===== src/rtl/video_crop_pkg.sv =====
// Shared types and defaults for the video crop stage.
// Latency: n/a (types, constants and a helper function only).
// Backpressure: n/a.
package video_crop_pkg;

   localparam int PX_WIDTH_DEF    = 16;
   localparam int COORD_WIDTH_DEF = 12;

   typedef logic [COORD_WIDTH_DEF-1:0] coord_t;

   // Crop window: first kept column/line and kept width/height.
   typedef struct packed {
      coord_t x;
      coord_t y;
      coord_t w;
      coord_t h;
   } crop_win_t;

   // Counter increment that sticks at all-ones instead of wrapping.
   // A runaway line or frame then cannot alias back into the window.
   function automatic coord_t sat_inc(input coord_t v);
      return (v == '1) ? v : v + coord_t'(1);
   endfunction

endpackage


===== src/rtl/video_crop_out_reg.sv =====
// Single-stage valid/ready output register carrying pixel data plus tuser/tlast.
// Latency: 1 cycle from an accepted input beat to the registered output.
// Backpressure: s_rdy = !m_vld | m_rdy; contents held while m_vld & !m_rdy.
module video_crop_out_reg
   import video_crop_pkg::*;
#(
   parameter int PX_WIDTH = PX_WIDTH_DEF
) (
   input  logic                clk_i,
   input  logic                rst_n_i,
   input  logic                s_vld,
   output logic                s_rdy,
   input  logic [PX_WIDTH-1:0] s_dat,
   input  logic                s_user,
   input  logic                s_last,
   output logic                m_vld,
   input  logic                m_rdy,
   output logic [PX_WIDTH-1:0] m_dat,
   output logic                m_user,
   output logic                m_last
);

   // The stage can take a new beat when it is empty or being drained this cycle.
   assign s_rdy = !m_vld | m_rdy;

   // Load on every ready cycle; the payload only moves when a valid beat
   // arrives, so a stalled beat keeps its data and flags untouched.
   always_ff @(posedge clk_i or negedge rst_n_i) begin
      if (!rst_n_i) begin
         m_vld  <= 1'b0;
         m_dat  <= '0;
         m_user <= 1'b0;
         m_last <= 1'b0;
      end else if (s_rdy) begin
         m_vld <= s_vld;
         if (s_vld) begin
            m_dat  <= s_dat;
            m_user <= s_user;
            m_last <= s_last;
         end
      end
   end

endmodule


===== src/rtl/video_crop.sv =====
// Crops a 16-bit AXI4-Stream video frame to a window latched at frame start (frame counter with VIDEO_CROP_CNT_EN).
// Latency: kept beats appear one cycle after acceptance; dropped beats are consumed at full rate.
// Backpressure: in_tready_o = !out_tvalid_o | out_tready_i through a single output register stage.
module video_crop
   import video_crop_pkg::*;
#(
   parameter int PX_WIDTH    = PX_WIDTH_DEF,
   // Must stay equal to the package width: the window struct is sized by it.
   parameter int COORD_WIDTH = COORD_WIDTH_DEF
) (
   input  logic                   clk_i,
   input  logic                   rst_n_i,
   input  logic [COORD_WIDTH-1:0] crop_x_i,
   input  logic [COORD_WIDTH-1:0] crop_y_i,
   input  logic [COORD_WIDTH-1:0] crop_w_i,
   input  logic [COORD_WIDTH-1:0] crop_h_i,
   input  logic                   in_tvalid_i,
   output logic                   in_tready_o,
   input  logic [PX_WIDTH-1:0]    in_tdata_i,
   input  logic                   in_tuser_i,
   input  logic                   in_tlast_i,
   output logic                   out_tvalid_o,
   input  logic                   out_tready_i,
   output logic [PX_WIDTH-1:0]    out_tdata_o,
   output logic                   out_tuser_o,
   output logic                   out_tlast_o
`ifdef VIDEO_CROP_CNT_EN
   ,
   output logic [31:0]            frame_cnt_o
`endif
);

   typedef logic [COORD_WIDTH:0] ext_t;

   logic                   synced;
   logic [COORD_WIDTH-1:0] x_cnt;
   logic [COORD_WIDTH-1:0] y_cnt;
   crop_win_t              win_s;
   crop_win_t              win_live;
   crop_win_t              win_cur;
   logic [COORD_WIDTH-1:0] cur_x;
   logic [COORD_WIDTH-1:0] cur_y;
   ext_t                   x_end;
   ext_t                   y_end;
   ext_t                   x_lastcol;
   logic                   frame_active;
   logic                   in_win;
   logic                   keep_vld;
   logic                   kept_user;
   logic                   kept_last;
   logic                   beat_acc;

   // Gather the live CSR window into the shared struct form.
   always_comb begin
      win_live   = '0;
      win_live.x = crop_x_i;
      win_live.y = crop_y_i;
      win_live.w = crop_w_i;
      win_live.h = crop_h_i;
   end

   // Position and window of the beat on the input now. A tuser beat is
   // pixel (0,0) of a new frame and already uses the window it latches.
   always_comb begin
      cur_x   = x_cnt;
      cur_y   = y_cnt;
      win_cur = win_s;
      if (in_tuser_i) begin
         cur_x   = '0;
         cur_y   = '0;
         win_cur = win_live;
      end
   end

   // Window compare, done one bit wider so x+w and y+h never wrap; a zero
   // width or height makes the upper bound equal the lower and keeps nothing.
   always_comb begin
      x_end        = {1'b0, win_cur.x} + {1'b0, win_cur.w};
      y_end        = {1'b0, win_cur.y} + {1'b0, win_cur.h};
      x_lastcol    = x_end - ext_t'(1);
      in_win       = (cur_x >= win_cur.x) && ({1'b0, cur_x} < x_end) &&
                     (cur_y >= win_cur.y) && ({1'b0, cur_y} < y_end);
      frame_active = synced | in_tuser_i;
      keep_vld     = in_tvalid_i & frame_active & in_win;
      kept_user    = (cur_x == win_cur.x) && (cur_y == win_cur.y);
      // A short input line still closes the output line.
      kept_last    = ({1'b0, cur_x} == x_lastcol) | in_tlast_i;
   end

   assign beat_acc = in_tvalid_i & in_tready_o;

   // Track sync, pixel position and the frame's shadow window. Beats seen
   // before the first tuser are swallowed without touching the counters.
   always_ff @(posedge clk_i or negedge rst_n_i) begin
      if (!rst_n_i) begin
         synced <= 1'b0;
         x_cnt  <= '0;
         y_cnt  <= '0;
         win_s  <= '0;
      end else if (beat_acc && frame_active) begin
         if (in_tuser_i) begin
            synced <= 1'b1;
            win_s  <= win_live;
         end
         if (in_tlast_i) begin
            x_cnt <= '0;
            y_cnt <= sat_inc(cur_y);
         end else begin
            x_cnt <= sat_inc(cur_x);
            y_cnt <= cur_y;
         end
      end
   end

   video_crop_out_reg #(
      .PX_WIDTH (PX_WIDTH)
   ) u_out_reg (
      .clk_i   (clk_i),
      .rst_n_i (rst_n_i),
      .s_vld   (keep_vld),
      .s_rdy   (in_tready_o),
      .s_dat   (in_tdata_i),
      .s_user  (kept_user),
      .s_last  (kept_last),
      .m_vld   (out_tvalid_o),
      .m_rdy   (out_tready_i),
      .m_dat   (out_tdata_o),
      .m_user  (out_tuser_o),
      .m_last  (out_tlast_o)
   );

`ifdef VIDEO_CROP_CNT_EN
   // Count cropped frames as their first pixel is taken downstream.
   always_ff @(posedge clk_i or negedge rst_n_i) begin
      if (!rst_n_i) begin
         frame_cnt_o <= '0;
      end else if (out_tvalid_o && out_tready_i && out_tuser_o) begin
         frame_cnt_o <= frame_cnt_o + 32'd1;
      end
   end
`endif

endmodule


===== config.mk =====
export PLATFORM = sky130hd
export DESIGN_NAME = video_crop
export DESIGN_NICKNAME = d
export VERILOG_FILES = /design/src/rtl/video_crop_pkg.sv /design/src/rtl/video_crop_out_reg.sv /design/src/rtl/video_crop.sv
export SDC_FILE = /design/constraint.sdc
export NUM_CORES = 1
export LEC_CHECK = 0
export ABC_AREA = 1
export BUFFER_PORTS_ARGS = -buffer_cell sky130_fd_sc_hd__buf_2
export CAP_MARGIN = 30
export CORE_ASPECT_RATIO = 0.7
export CORE_MARGIN = 3
export CORE_UTILIZATION = 60
export DETAILED_ROUTE_END_ITERATION = 8
export PLACE_DENSITY = 0.82
export SETUP_SLACK_MARGIN = 0.05
export SKIP_LAST_GASP = 1
export SYNTH_ARGS = -nofsm -noshare
export SYNTH_HDL_FRONTEND = slang
export SYNTH_SLANG_ARGS = --single-unit

===== constraint.sdc =====
create_clock -name clk_i -period 4 [get_ports clk_i]
set_input_delay 0 -clock clk_i [delete_from_list [all_inputs] [get_ports clk_i]]
set_output_delay 0 -clock clk_i [all_outputs]
set_load 0.01 [all_outputs]

==> impl_summary.txt, run 1 <==
----------------------------------------------------
[Status]
  Result of the run ... completed

[Power and ir drop]
  Power density normalized to cell area ... 349 nW/um^2
  Peak VDD IR ... 251 uV
  Leakage power figure ... 4.57 nW

[Critical path]
  Startpoint type of the worst setup path ... flop
  Reg2reg setup slack ... 0.24 ns
  Type of the worst setup path ... flop to flop
  Worst Reg2Reg Path Length in Cells ... 21
  Max FO, Critical Path ... 18
  Reg-to-reg critical path endpoint ... u_out_reg.m_dat[1]
  Start of the worst register-to-register path ... win_s[42]
  Data required time at the worst endpoint ... 4.24 ns
  Critical path capture point type ... flop
  CP Data Arrival Time ... 3.99 ns

[Logic synthesis]
  Sequential-to-total area share from yosys stat ... 30.9%
  Number of synthesized register bits ... 92
  Warnings, synthesis ... 0
  Netlist cell types ... 46
  Avg Synthesized Cell Area ... 6.91 um^2
  Total nets after synthesis ... 1,220
  Post-synthesis instance area ... 7440 um^2
  Cell count after synthesis ... 1,077

[STA]
  RSZ-0062 raised after global routing ... no
  Transition time of the tightest slew-check pin ... 0.783 ns
  Setup ws final ... 0.242 ns
  Setup_tns ... 0 ns
  Tightest slew margin relative to the limit ... 47.8%
  Fmax ... 266 MHz
  Max-slew violation total from the final report ... 0
  Final Hold Vio Count ... 0
  Setup Viol. Count Final ... 0
  Crit share post-route ... 94.0%
  Post-route clock skew ... 0.0141 ns
  Period minus WS final ... 3.76 ns

[GRT]
  Number of antenna violations at the first check in global routing ... 1
  Maximum number of pins on one net before global-route repair ... 60
  Number of global-route vias before repair ... 6,989
  Global-route wire length before repair ... 33,700 um
  Global-route congestion overflow total ... 0
  Combined global-route utilization of all metal layers ... 30.0%

[Place]
  Input/output buffers ... 89
  DP Wirelength ... 15,100 um
  Worst setup timing slack at the placement stage ... -0.0286 ns
  Routability Congestion ... 0.979
  Placed Area ... 8130 um^2

[Floorplanning]
  Die ar. ... 13,800 um^2
  Initial cell density of the core ... 62.6%
  Chip width ... 139 um
  Die height ... 99.2 um
  Area of the core ... 11,900 um^2
  Count of boundary I/O pins ... 90
  Core Rows ... 33

[Final layout]
  FILL cells ... 950
  Cell area after layout ... 8670 um^2
  Area growth, synth to finish ... 16.5%
  Number of nets at the end of the flow ... 1,337
  Most frequent cells in the layout ... 304 x nand2_1, 156 x inv_1, 110 x o21ai_0
  Antenna fix cells ... 0
  Layout cells sized above 1 ... 15.1%
  Most common library cell in the layout ignoring fill and taps ... nand2_1

[CTS]
  Clock insertion delay at the later pin of the skew report ... 0.35 ns
  Largest buffer count on any clock path ... 2
  Clock Root Buffer ... clkbuf_16
  H-tree lvl count ... 3
  Total clock buffers created by CTS ... 9
  CTS clock-pin slew for the worst setup and hold paths ... 0.07 ns
  Number of sinks driven by the clock tree ... 92
  CTS tree ... yes

[Routing]
  First drt pass iteration count ... 5
  Avg WL per Cell ... 15.6 um
  Vias after detailed routing ... 7,595
  Post-route DRC ... 0
  Drt via density ... 5.60
  Antenna viol nets, final ... 0
  Drt initial violations ... 776
  WL final ... 21,200 um

[Worst hold path]
  Min-delay src ... in_tlast_i
  Hold Crit Depth ... 3
  Path category of the worst min-delay check ... primary input to flop
  Worst hold path endpoint ... y_cnt[11]

[Run]
  Max-Cap Viols ... 0

----------------------------------------------------
power by group:
| group | switching (mW) | internal (mW) | leakage [nW] |
|---|---|---|---|
| Clock | 0.392 | 0.443 | 0.139 |
| Combinational | 0.735 | 0.406 | 3.24 |
| Sequential | 0.0368 | 1.01 | 1.19 |
final cells by class:
| class | instances | area, um^2 | share of cell area, % |
|---|---|---|---|
| inverter | 158 | 593 | 6.84 |
| timing repair buffer | 131 | 821 | 9.47 |
| tap | 157 | 196 | 2.27 |
| clock inverter | 6 | 47.5 | 0.549 |
| sequential | 92 | 2300 | 26.6 |
| multi-input combinational | 802 | 4470 | 51.6 |
| clock buffer | 10 | 239 | 2.76 |
what timing repair did:
action | in CTS | in global routing
hold endpoints to repair | 75 | 0
hold buffers | 18 | 0
resized for setup | 0 | 9
setup buffers | 0 | 1
endpoints found under the setup margin | 0 | 19
kinds of logic (layout without fill, tap and decap cells):
group,Yosys count,count (layout),share of synthesized area (%)
AO/OA/AOI/OAI,183,183,13.3
XOR/XNOR,29,29,3.41
adder cells (fa/ha/maj),73,73,12.5
buffers and inverters,185,305,9.65
flip-flops,92,92,30.9
AND/OR/NAND/NOR,515,517,30.2
flip-flops by register name, indices dropped and copies added, names as in the netlist:
| signal | count |
|---|---|
| u_out_reg.m_dat | 16 |
| u_out_reg.m_user | 1 |
| u_out_reg.m_vld | 1 |
| synced | 1 |
| x_cnt | 12 |
| win_s | 48 |
| u_out_reg.m_last | 1 |
| y_cnt | 12 |
worst max-delay path, cell delays in order, from the launching register on:
cell	delay, ns
dfrtp_1	0.38
o21ai_0	0.48
inv_1	0.13
ha_1	0.44
nand2_1	0.13
nor2_1	0.16
nand3_1	0.11
nand3_1	0.08
nand2_1	0.08
nand2_1	0.13
inv_1	0.06
ha_1	0.27
inv_1	0.04
nor2_1	0.10
inv_1	0.08
nor2_2	0.14
nand3_2	0.22
nand3b_1	0.24
nor2_4	0.06
buf_12	0.15
nand2_1	0.08
nand2_1	0.06
Yosys cell counts, drive strengths merged:
| library cell | n | area share [%] |
|---|---|---|
| o32ai | 1 | 0.12 |
| o21bai | 1 | 0.10 |
| a21o | 2 | 0.20 |
| a31oi | 1 | 0.084 |
| nor3b | 2 | 0.27 |
| a211oi | 2 | 0.20 |
| o21a | 2 | 0.20 |
| nor4 | 3 | 0.25 |
| nor2 | 82 | 4.5 |
| or2 | 24 | 2.0 |
| nor3 | 14 | 0.94 |
| xor2 | 19 | 2.2 |
| nand4 | 24 | 2.0 |
| a21boi | 1 | 0.10 |
| and2b | 1 | 0.10 |
| inv | 158 | 8.0 |
| nand2 | 311 | 16 |
| fa | 2 | 0.54 |
| buf | 7 | 0.67 |
| nand3b | 2 | 0.37 |
| o22ai | 8 | 0.67 |
| dfrtp | 92 | 31 |
| clkbuf | 20 | 1.0 |
| a21oi | 37 | 2.6 |
| o31ai | 1 | 0.10 |
| xnor2 | 10 | 1.2 |
| o221ai | 3 | 0.35 |
| a211o | 1 | 0.12 |
| o21ai | 119 | 8.1 |
| nand3 | 52 | 3.8 |
| ha | 71 | 12 |
| a32o | 1 | 0.13 |
| o211ai | 3 | 0.30 |
worst max path at each step:
stage,from,to,slack (ns),depth (start not counted)
final,win_s[42],u_out_reg.m_dat[1],0.24,21
after global routing,win_s[43],u_out_reg.m_dat[1],0.04,21
after CTS,win_s[26],u_out_reg.m_dat[4],0.15,21
after detailed placement,in_tuser_i,u_out_reg.m_dat[4],-0.03,24
after global placement,in_tuser_i,u_out_reg.m_dat[9],0.16,24
after floorplan,in_tuser_i,u_out_reg.m_dat[10],0.09,27
routing by layer:
| metal | up-vias | track usage (%) | share of wire, % |
|---|---|---|---|
| met5 | - | 0 | 0.085 |
| met4 | 2 | 7.82 | 1.7 |
| met3 | 37 | 7.93 | 10 |
| met2 | 389 | 43.6 | 41 |
| met1 | 3436 | 44.5 | 47 |
| li1 | 3731 | - | - |
stage by stage:
step	hold WS, ns	power [mW]	cells	utilization [%]
after detailed placement	0.123	2.15	1319	68.4
after floorplan	-0.296	1.84	1077	-
after global routing	0.0688	3.24	1356	72.9
after CTS	0.00354	3.00	1353	72.3
final	0.0184	3.03	1356	72.9
after global placement	0.129	2.12	1319	68.4
Note: power is estimated with default switching activity, not from simulation.
==> inputs of run 2 (changes only) <==
--- a/config.mk
+++ b/config.mk
@@ -5,7 +5,6 @@
 export SDC_FILE = /design/constraint.sdc
 export NUM_CORES = 1
 export LEC_CHECK = 0
-export ABC_AREA = 1
 export BUFFER_PORTS_ARGS = -buffer_cell sky130_fd_sc_hd__buf_2
 export CAP_MARGIN = 30
 export CORE_ASPECT_RATIO = 0.7
==> impl_summary.txt, run 2 <==
----------------------------------------------------
[Floorplanning]
  Count of boundary I/O pins ... 90 (unchanged)
  Initial cell density of the core ... 63.2% (was 62.6%)
  Area of the core ... 11,300 um^2 (was 11,900 um^2)
  Core Rows ... 32 (was 33)
  Die ar. ... 13,300 um^2 (was 13,800 um^2)
  Die height ... 97.3 um (was 99.2 um)
  Chip width ... 136 um (was 139 um)

[Final layout]
  Most common library cell in the layout ignoring fill and taps ... dfrtp_1 (was nand2_1)
  Flip-flop count of the largest register after layout ... 48 (unchanged)
  Area growth, synth to finish ... 20.9% (was 16.5%)
  Number of nets at the end of the flow ... 1,043 (was 1,337)
  Most flops, register ... win_s (unchanged)
  Layout cells sized above 1 ... 26.0% (was 15.1%)
  Most frequent cells in the layout ... 92 x dfrtp_1, 87 x buf_2, 70 x ha_1 (was 304 x nand2_1, 156 x inv_1, 110 x o21ai_0)
  Largest registers ... win_s: 48 flops, u_out_reg.m_dat: 16 flops (unchanged)
  Antenna fix cells ... 0 (unchanged)

[STA]
  Post-route clock skew ... 0.00668 ns (was 0.0141 ns)
  Setup ws final ... -0.185 ns (was 0.242 ns)
  Fmax ... 239 MHz (was 266 MHz)
  Final Hold Vio Count ... 0 (unchanged)
  Tightest slew margin relative to the limit ... 51.6% (was 47.8%)
  Period minus WS final ... 4.18 ns (was 3.76 ns)
  Transition time of the tightest slew-check pin ... 0.725 ns (was 0.783 ns)
  RSZ-0062 raised after global routing ... yes (was no)
  Crit share post-route ... 105% (was 94.0%)
  Max-slew violation total from the final report ... 0 (unchanged)
  Setup Viol. Count Final ... 18 (was 0)

[Power and ir drop]
  Seq pwr share ... 30.6% (was 34.7%)
  Tot Pwr ... 3.59 mW (was 3.03 mW)
  Switching Share ... 37.3% (was 38.4%)
  Share of total power in the clock network ... 23.8% (was 27.6%)
  Peak VDD IR ... 277 uV (was 251 uV)
  Relative contribution of combinational cells to total power ... 45.6% (was 37.7%)
  Cell Int Power ... 2.25 mW (was 1.86 mW)
  Leakage power figure ... 4.27 nW (was 4.57 nW)
  NetSw ... 1.34 mW (was 1.16 mW)
  Power density normalized to cell area ... 416 nW/um^2 (was 349 nW/um^2)

[Worst hold path]
  Path category of the worst min-delay check ... primary input to flop (unchanged)

[Logic synthesis]
  Complex-gate fraction of the synthesized area ... 15.6% (was 13.3%)
  Combinational family with the most area after synthesis ... compound AO/OA/AOI/OAI gates (was simple AND/OR/NAND/NOR gates)
  Cell type with the largest total area after synthesis ... dfrtp_1 (unchanged)
  Cell count after synthesis ... 763 (was 1,077)
  Number of synthesized register bits ... 92 (unchanged)
  Yosys top cell area share ... 32.3% (was 30.9%)
  Share of the synthesized netlist area taken by xor and xnor gates ... 5.33% (was 3.41%)
  Predominant post-synthesis flop cell ... dfrtp_1 (unchanged)
  Warnings, synthesis ... 0 (unchanged)
  Share of flip-flops with an asynchronous set or reset after synthesis ... 100% (unchanged)
  Post-synthesis instance area ... 7140 um^2 (was 7440 um^2)
  Dominant cell by count in the synthesized netlist ... dfrtp_1 (was nand2_1)
  Netlist cell types ... 70 (was 46)
  Total nets after synthesis ... 906 (was 1,220)
  Sequential-to-total area share from yosys stat ... 32.3% (was 30.9%)
  Top cell types by occurrence after synthesis ... 92 x dfrtp_1, 71 x ha_1, 68 x nand2_1, 50 x mux2_2, 42 x inv_1 (was 304 x nand2_1, 156 x inv_1, 115 x o21ai_0, 92 x dfrtp_1, 76 x nor2_1)
  Post-synthesis share of cell area spent on and, or, nand and nor gates ... 15.4% (was 30.2%)
  Number of enable flip-flop cells after synthesis ... 0 (unchanged)
  Arithmetic-cell share of the synthesized area counting full adders, half adders and majority gates ... 13.2% (was 12.5%)
  Top post-synthesis cells by area ... dfrtp_1 32%, ha_1 12%, mux2_2 7.9% (was dfrtp_1 31%, nand2_1 15%, ha_1 12%)
  Avg Synthesized Cell Area ... 9.36 um^2 (was 6.91 um^2)
  Multiplexer share of the synthesized area ... 13.9% (was 0%)

[Routing]
  Avg WL per Cell ... 19.1 um (was 15.6 um)
  Post-route DRC ... 0 (unchanged)
  WL final ... 20,300 um (was 21,200 um)
  First drt pass iteration count ... 5 (unchanged)
  Vias after detailed routing ... 6,467 (was 7,595)
  Drt via density ... 6.11 (was 5.60)
  Drt initial violations ... 657 (was 776)
  Antenna viol nets, final ... 0 (unchanged)

[GRT]
  Number of antenna violations at the first check in global routing ... 0 (was 1)
  Maximum number of pins on one net before global-route repair ... 64 (was 60)
  Global-route wire length before repair ... 32,500 um (was 33,700 um)
  Combined global-route utilization of all metal layers ... 30.7% (was 30.0%)
  Number of global-route vias before repair ... 6,431 (was 6,989)
  Global-route congestion overflow total ... 0 (unchanged)

[Critical path]
  CP peak stage delay ... 0.42 ns (was 0.48 ns)
  Buffering stage count on the worst path with inverters included ... 2 (was 5)
  Startpoint type of the worst setup path ... flop (unchanged)
  Type of the worst setup path ... flop to flop (unchanged)
  CP Data Arrival Time ... 4.40 ns (was 3.99 ns)
  Critical path capture point type ... flop (unchanged)
  Cell repeated most along the worst path ... o21a_1 (was nand2_1)
  Max FO, Critical Path ... 10 (was 18)
  Max stage delay cell, worst path ... dfrtp_1 (was o21ai_0)
  Data required time at the worst endpoint ... 4.22 ns (was 4.24 ns)
  Critical path cell sequence ... mux2i_4 > inv_1 > ha_1 > a21o_1 > a21oi_2 > o21ai_1 > a21oi_2 > nor2b_1 > o21a_1 > o21a_1 > o21a_1 > o41a_1 > xnor2_1 > ha_2 > a211oi_2 > o21ai_1 > a41oi_1 > a211o_1 > nand4_4 > buf_12 > mux2_1 (was o21ai_0 > inv_1 > ha_1 > nand2_1 > nor2_1 > nand3_1 > nand3_1 > nand2_1 > nand2_1 > inv_1 > ha_1 > inv_1 > nor2_1 > inv_1 > nor2_2 > nand3_2 > nand3b_1 > nor2_4 > buf_12 > nand2_1 > nand2_1)
  Top cell family by delay on the critical path ... compound AO/OA/AOI/OAI gates (was simple AND/OR/NAND/NOR gates)

[CTS]
  CTS clock-pin slew for the worst setup and hold paths ... 0.07 ns (about the same)
  Total clock buffers created by CTS ... 9 (unchanged)
  Number of sinks driven by the clock tree ... 92 (unchanged)
  H-tree lvl count ... 3 (unchanged)
  CTS tree ... yes (unchanged)
  Clock Root Buffer ... clkbuf_16 (unchanged)
  Clock insertion delay at the later pin of the skew report ... 0.35 ns (about the same)
  Largest buffer count on any clock path ... 2 (unchanged)

[Run]
  Max-Cap Viols ... 0 (unchanged)

[Status]
  Violations in the final reports ... negative setup slack
  Result of the run ... finished, violations left (was completed)

[Place]
  Routability Congestion ... 1.00 (was 0.979)
  DP Wirelength ... 14,800 um (was 15,100 um)
  Input/output buffers ... 89 (unchanged)
  Worst setup timing slack at the placement stage ... -0.111 ns (was -0.0286 ns)

----------------------------------------------------
-- run 2: cell count changes in the layout (fill, tap and decap cells not counted), moves of 14 or more --
| cell | before | now |
|---|---|---|
| mux2i_1 | 0 | 23 |
| o21ai_0 | 110 | 33 |
| buf_4 | 24 | 52 |
| nand3_1 | 47 | 19 |
| nor2b_1 | 0 | 26 |
| mux2_2 | 0 | 50 |
| nor2_1 | 76 | 30 |
| nand2_1 | 304 | 68 |
| a21o_1 | 2 | 22 |
| xnor2_1 | 10 | 24 |
| or2_2 | 23 | 5 |
| inv_1 | 156 | 42 |
-- run 2: stage by stage --
stage               util [%]  hold WS [ns]  TNS [ns]  instances  instance area (um^2)
floorplan                  -        -0.296    -0.546        763                  7270
CTS                     76.0        0.0327     -2.10       1055                  8580
finish                  76.4        0.0354     -2.80       1058                  8630
global route            76.4        0.0395     -7.14       1058                  8630
global placement        71.7        0.0830         0       1021                  8090
detailed placement      71.7         0.102     -1.54       1021                  8090
-- run 2: power groups by stage --
stage	Sequential [mW]	Combinational, mW	Clock (mW)
after floorplan	1.10	1.11	0
after global placement	1.10	1.50	0
after detailed placement	1.11	1.56	0
after CTS	1.10	1.60	0.862
after global routing	1.11	1.79	0.901
final	1.10	1.64	0.855
-- run 2: cells by family (layout without fill, tap and decap cells) --
logic type / count (synthesis) / count (layout)
AOI/OAI and AO/OA: 170 / 170
and+or+nand+nor: 217 / 217
buffers and inverters: 78 / 220
xor gates and xnor gates: 41 / 41
muxes: 91 / 91
DFF: 92 / 92
adders and majority gates: 74 / 74
-- run 2: per-layer routing --
metal  GRT usage, %  wire length, um  vias up
met1           45.0             9450     3136
met2           46.9             8940      288
met5              0                0        -
li1               -                -     3009
met3           6.31             1600       34
met4           6.89              257        0
-- run 2: final cells by class --
type                            count  area [um^2]
Clock buffer                       12          267
Clock inverter                      4         32.5
Fill cell                         789         2660
Inverter                           44          165
Multi-Input combinational cell    593         4600
Sequential cell                    92         2300
Tap cell                          153          191
Timing Repair Buffer              160         1070
-- run 2: path summary, 6_finish.rpt --
kind                       slack (ns)         start                  to  cells after the start
max in group asynchronous        2.75       rst_n_i           y_cnt[10]                      3
setup / recovery                -0.18      win_s[1]  u_out_reg.m_dat[3]                     21
hold / removal                   0.04  crop_y_i[11]           win_s[35]                      3
hold reg to reg                  0.48     win_s[31]           win_s[31]                      2
min in group asynchronous        0.26       rst_n_i            y_cnt[8]                      2
setup reg to reg                -0.18      win_s[1]  u_out_reg.m_dat[3]                     21
-- run 2: timing repair --
action | CTS | global route
buffers inserted | 0 | 2
resized for setup | 2 | 1
endpoints found under the hold margin | 71 | 0
gates cloned | 0 | 1
setup endpoints to repair | 18 | 19
hold buffers | 18 | 0
-- run 2: worst register-to-register path, cell delays in order, from the launching register on --
cell      delay (ns)
dfrtp_1         0.42
mux2i_4         0.16
inv_1           0.06
ha_1            0.29
a21o_1          0.17
a21oi_2         0.15
o21ai_1         0.09
a21oi_2         0.14
nor2b_1         0.06
o21a_1          0.18
o21a_1          0.17
o21a_1          0.20
o41a_1          0.33
xnor2_1         0.14
ha_2            0.18
a211oi_2        0.16
o21ai_1         0.09
a41oi_1         0.17
a211o_1         0.20
nand4_4         0.15
buf_12          0.20
mux2_1          0.34
==> inputs of run 3 (changes only) <==
--- a/config.mk
+++ b/config.mk
@@ -7,11 +7,13 @@
 export LEC_CHECK = 0
 export BUFFER_PORTS_ARGS = -buffer_cell sky130_fd_sc_hd__buf_2
 export CAP_MARGIN = 30
+export CELL_PAD_IN_SITES_DETAIL_PLACEMENT = 0
+export CELL_PAD_IN_SITES_GLOBAL_PLACEMENT = 1
 export CORE_ASPECT_RATIO = 0.7
 export CORE_MARGIN = 3
-export CORE_UTILIZATION = 60
+export CORE_UTILIZATION = 41
 export DETAILED_ROUTE_END_ITERATION = 8
-export PLACE_DENSITY = 0.82
+export PLACE_DENSITY_LB_ADDON = 0.1
 export SETUP_SLACK_MARGIN = 0.05
 export SKIP_LAST_GASP = 1
 export SYNTH_ARGS = -nofsm -noshare
==> constraint.sdc (replaced) <==
create_clock -name clk_i -period 3.7 [get_ports clk_i]
set_input_delay 0 -clock clk_i [delete_from_list [all_inputs] [get_ports clk_i]]
set_output_delay 0 -clock clk_i [all_outputs]
set_load 0.01 [all_outputs]
==> impl_summary.txt, run 3 (synthesis results as in run 2) <==
----------------------------------------------------
[Status]
  Result of the run ... finished, violations left (unchanged)
  Violations in the final reports ... negative setup slack (unchanged)

[Final layout]
  Most flops, register ... win_s (unchanged)
  Area growth, synth to finish ... 27.5% (was 20.9%)
  Flip-flop count of the largest register after layout ... 48 (unchanged)
  Cell Count, Final, Fillers Out ... 1,178 (was 1,058)
  Most common library cell in the layout ignoring fill and taps ... buf_4 (was dfrtp_1)
  Multi-input gate area in the final layout ... 4600 um^2 (about the same)
  Most frequent cells in the layout ... 99 x buf_4, 92 x dfrtp_1, 87 x buf_2 (was 92 x dfrtp_1, 87 x buf_2, 70 x ha_1)
  Largest registers ... win_s: 48 flops, u_out_reg.m_dat: 16 flops (unchanged)
  FILL cells ... 1,544 (was 789)
  Antenna fix cells ... 0 (unchanged)
  Number of nets at the end of the flow ... 1,091 (was 1,043)
  Layout cells sized above 1 ... 29.8% (was 26.0%)
  Area used by sequential logic in the layout ... 2300 um^2 (unchanged)

[CTS]
  Clock Root Buffer ... clkbuf_16 (unchanged)
  Number of sinks driven by the clock tree ... 92 (unchanged)
  CTS clock-pin slew for the worst setup and hold paths ... 0.07 ns (about the same)
  Clock insertion delay at the later pin of the skew report ... 0.35 ns (about the same)
  Post-CTS setup buffer count ... 0 (unchanged)
  Largest buffer count on any clock path ... 2 (unchanged)
  H-tree lvl count ... 3 (unchanged)
  Total clock buffers created by CTS ... 9 (unchanged)
  CTS tree ... yes (unchanged)

[Power and ir drop]
  Switching Share ... 36.5% (was 37.3%)
  Cell Int Power ... 2.62 mW (was 2.25 mW)
  Relative contribution of combinational cells to total power ... 47.7% (was 45.6%)
  NetSw ... 1.50 mW (was 1.34 mW)
  Share of total power in the clock network ... 23.6% (was 23.8%)
  Leakage power figure ... 4.50 nW (was 4.27 nW)
  Peak VDD IR ... 231 uV (was 277 uV)
  Seq pwr share ... 28.8% (was 30.6%)
  Power density normalized to cell area ... 453 nW/um^2 (was 416 nW/um^2)

[Critical path]
  Top cell family by delay on the critical path ... compound AO/OA/AOI/OAI gates (unchanged)
  CP Data Arrival Time ... 4.37 ns (was 4.40 ns)
  Type of the worst setup path ... flop to flop (unchanged)
  Critical path capture point type ... flop (unchanged)
  Data required time at the worst endpoint ... 3.93 ns (was 4.22 ns)
  Critical path cell sequence ... mux2i_4 > inv_1 > ha_1 > a21o_1 > a21oi_2 > o21ai_1 > a21oi_2 > nor2b_1 > o21a_1 > o21a_1 > o21a_1 > o41a_1 > xnor2_1 > ha_2 > a211oi_2 > o21ai_1 > a41oi_1 > a211o_1 > nand4_4 > buf_12 > mux2_1 (unchanged)
  Max stage delay cell, worst path ... dfrtp_1 (unchanged)
  CP peak stage delay ... 0.41 ns (was 0.42 ns)
  Max FO, Critical Path ... 9 (was 10)
  Cell repeated most along the worst path ... o21a_1 (unchanged)
  Buffering stage count on the worst path with inverters included ... 2 (unchanged)
  Startpoint type of the worst setup path ... flop (unchanged)

[Routing]
  Post-route DRC ... 0 (unchanged)
  Vias after detailed routing ... 6,268 (was 6,467)
  Drt via density ... 5.32 (was 6.11)
  Antenna viol nets, final ... 0 (unchanged)
  WL final ... 20,700 um (was 20,300 um)
  Avg WL per Cell ... 17.6 um (was 19.1 um)
  Drt initial violations ... 426 (was 657)
  First drt pass iteration count ... 5 (unchanged)

[STA]
  Transition time of the tightest slew-check pin ... 0.927 ns (was 0.725 ns)
  Max-slew violation total from the final report ... 0 (unchanged)
  Tightest slew margin relative to the limit ... 38.2% (was 51.6%)
  Crit share post-route ... 112% (was 105%)
  Final Hold Vio Count ... 0 (unchanged)
  Period minus WS final ... 4.14 ns (was 4.18 ns)
  RSZ-0062 raised after global routing ... yes (unchanged)
  Fmax ... 242 MHz (was 239 MHz)
  Post-route clock skew ... 0.0108 ns (was 0.00668 ns)
  Setup ws final ... -0.435 ns (was -0.185 ns)
  Final-layout worst hold slack ... 0.0373 ns (was 0.0354 ns)
  Setup Viol. Count Final ... 19 (was 18)

[GRT]
  Global-route wire length before repair ... 34,000 um (was 32,500 um)
  Number of global-route vias before repair ... 6,470 (was 6,431)
  Combined global-route utilization of all metal layers ... 22.7% (was 30.7%)
  Number of antenna violations at the first check in global routing ... 0 (unchanged)
  Maximum number of pins on one net before global-route repair ... 69 (was 64)
  Global-route congestion overflow total ... 0 (unchanged)

[Worst hold path]
  Path category of the worst min-delay check ... primary input to flop (unchanged)

[Floorplanning]
  Count of boundary I/O pins ... 90 (unchanged)
  Die height ... 116 um (was 97.3 um)
  Initial cell density of the core ... 42.8% (was 63.2%)
  Die ar. ... 19,100 um^2 (was 13,300 um^2)
  Core Rows ... 39 (was 32)
  Chip width ... 164 um (was 136 um)
  Area of the core ... 16,700 um^2 (was 11,300 um^2)

[Place]
  DP Wirelength ... 16,000 um (was 14,800 um)
  Input/output buffers ... 89 (unchanged)
  Placed cell count ... 1,143 (was 1,021)
  Routability Congestion ... 0.935 (was 1.00)

[Run]
  Max-Cap Viols ... 0 (unchanged)

----------------------------------------------------
==> run 3: cell count changes in the layout (fill, tap and decap cells not counted), sizes merged <==
cell	before	now
clkbuf	13	10
buf	141	189
clkinv	4	2
clkinvlp	2	3
bufinv	0	1
inv	42	45
==> run 3: what timing repair did <==
item / in CTS / in global routing
gates resized for setup: 0 / 4
hold endpoints to repair: 84 / 0
endpoints found under the setup margin: 19 / 19
hold buffers: 18 / 0
pin swaps: 0 / 2
cloned: 0 / 1
==> run 3: power by group through the flow <==
stage                     logic, mW  registers (mW)  clock network, mW
after floorplan                1.20            1.18                  0
after global placement         1.86            1.19                  0
after detailed placement       1.92            1.20                  0
after CTS                      1.95            1.19              0.999
after global routing           2.18            1.20               1.05
final                          1.96            1.19              0.971
==> run 3: layer usage <==
| metal | share of wire (%) | vias up | track usage (%) |
|---|---|---|---|
| met5 | 0 | - | 0 |
| met4 | 0.91 | 0 | 4.23 |
| met3 | 5.8 | 13 | 4.64 |
| met2 | 39 | 165 | 32.8 |
| met1 | 54 | 2973 | 35.2 |
| li1 | - | 3117 | - |
==> run 3: final cells by class <==
type / count / share of cell area (%)
well taps: 225 / 3.09
repair buffers: 208 / 15.9
flip-flops and latches: 92 / 25.3
inverters: 44 / 1.81
multi-input cells: 593 / 50.6
clock inverters: 7 / 0.893
clock buffers: 9 / 2.47
==> run 3: worst min-delay path, stage by stage <==
cell and delay (ns):
buf_2 0.07, mux2_2 0.15, mux2_2 0.14
==> run 3: final timing paths <==
check | cells past startpoint | slack (ns) | startpoint | to
max in group asynchronous | 3 | 2.46 | rst_n_i | win_s[27]
min in group asynchronous | 2 | 0.33 | rst_n_i | u_out_reg.m_dat[14]
hold / removal | 3 | 0.04 | crop_h_i[11] | win_s[11]
setup / recovery | 21 | -0.44 | win_s[1] | u_out_reg.m_dat[8]
hold reg to reg | 2 | 0.48 | u_out_reg.m_user | u_out_reg.m_user
setup reg to reg | 21 | -0.44 | win_s[1] | u_out_reg.m_dat[8]
==> run 3: metrics by stage <==
stage / worst slack [ns] / instance area, um^2 / setup TNS, ns / util (%) / power [mW]
floorplan: -0.337 / 7270 / -5.83 / - / 2.39
global route: -0.591 / 9100 / -10.75 / 54.6 / 4.43
global placement: -0.372 / 8570 / -6.71 / 51.4 / 3.05
finish: -0.435 / 9100 / -7.74 / 54.6 / 4.12
CTS: -0.409 / 9060 / -7.09 / 54.3 / 4.14
detailed placement: -0.443 / 8570 / -7.79 / 51.4 / 3.12
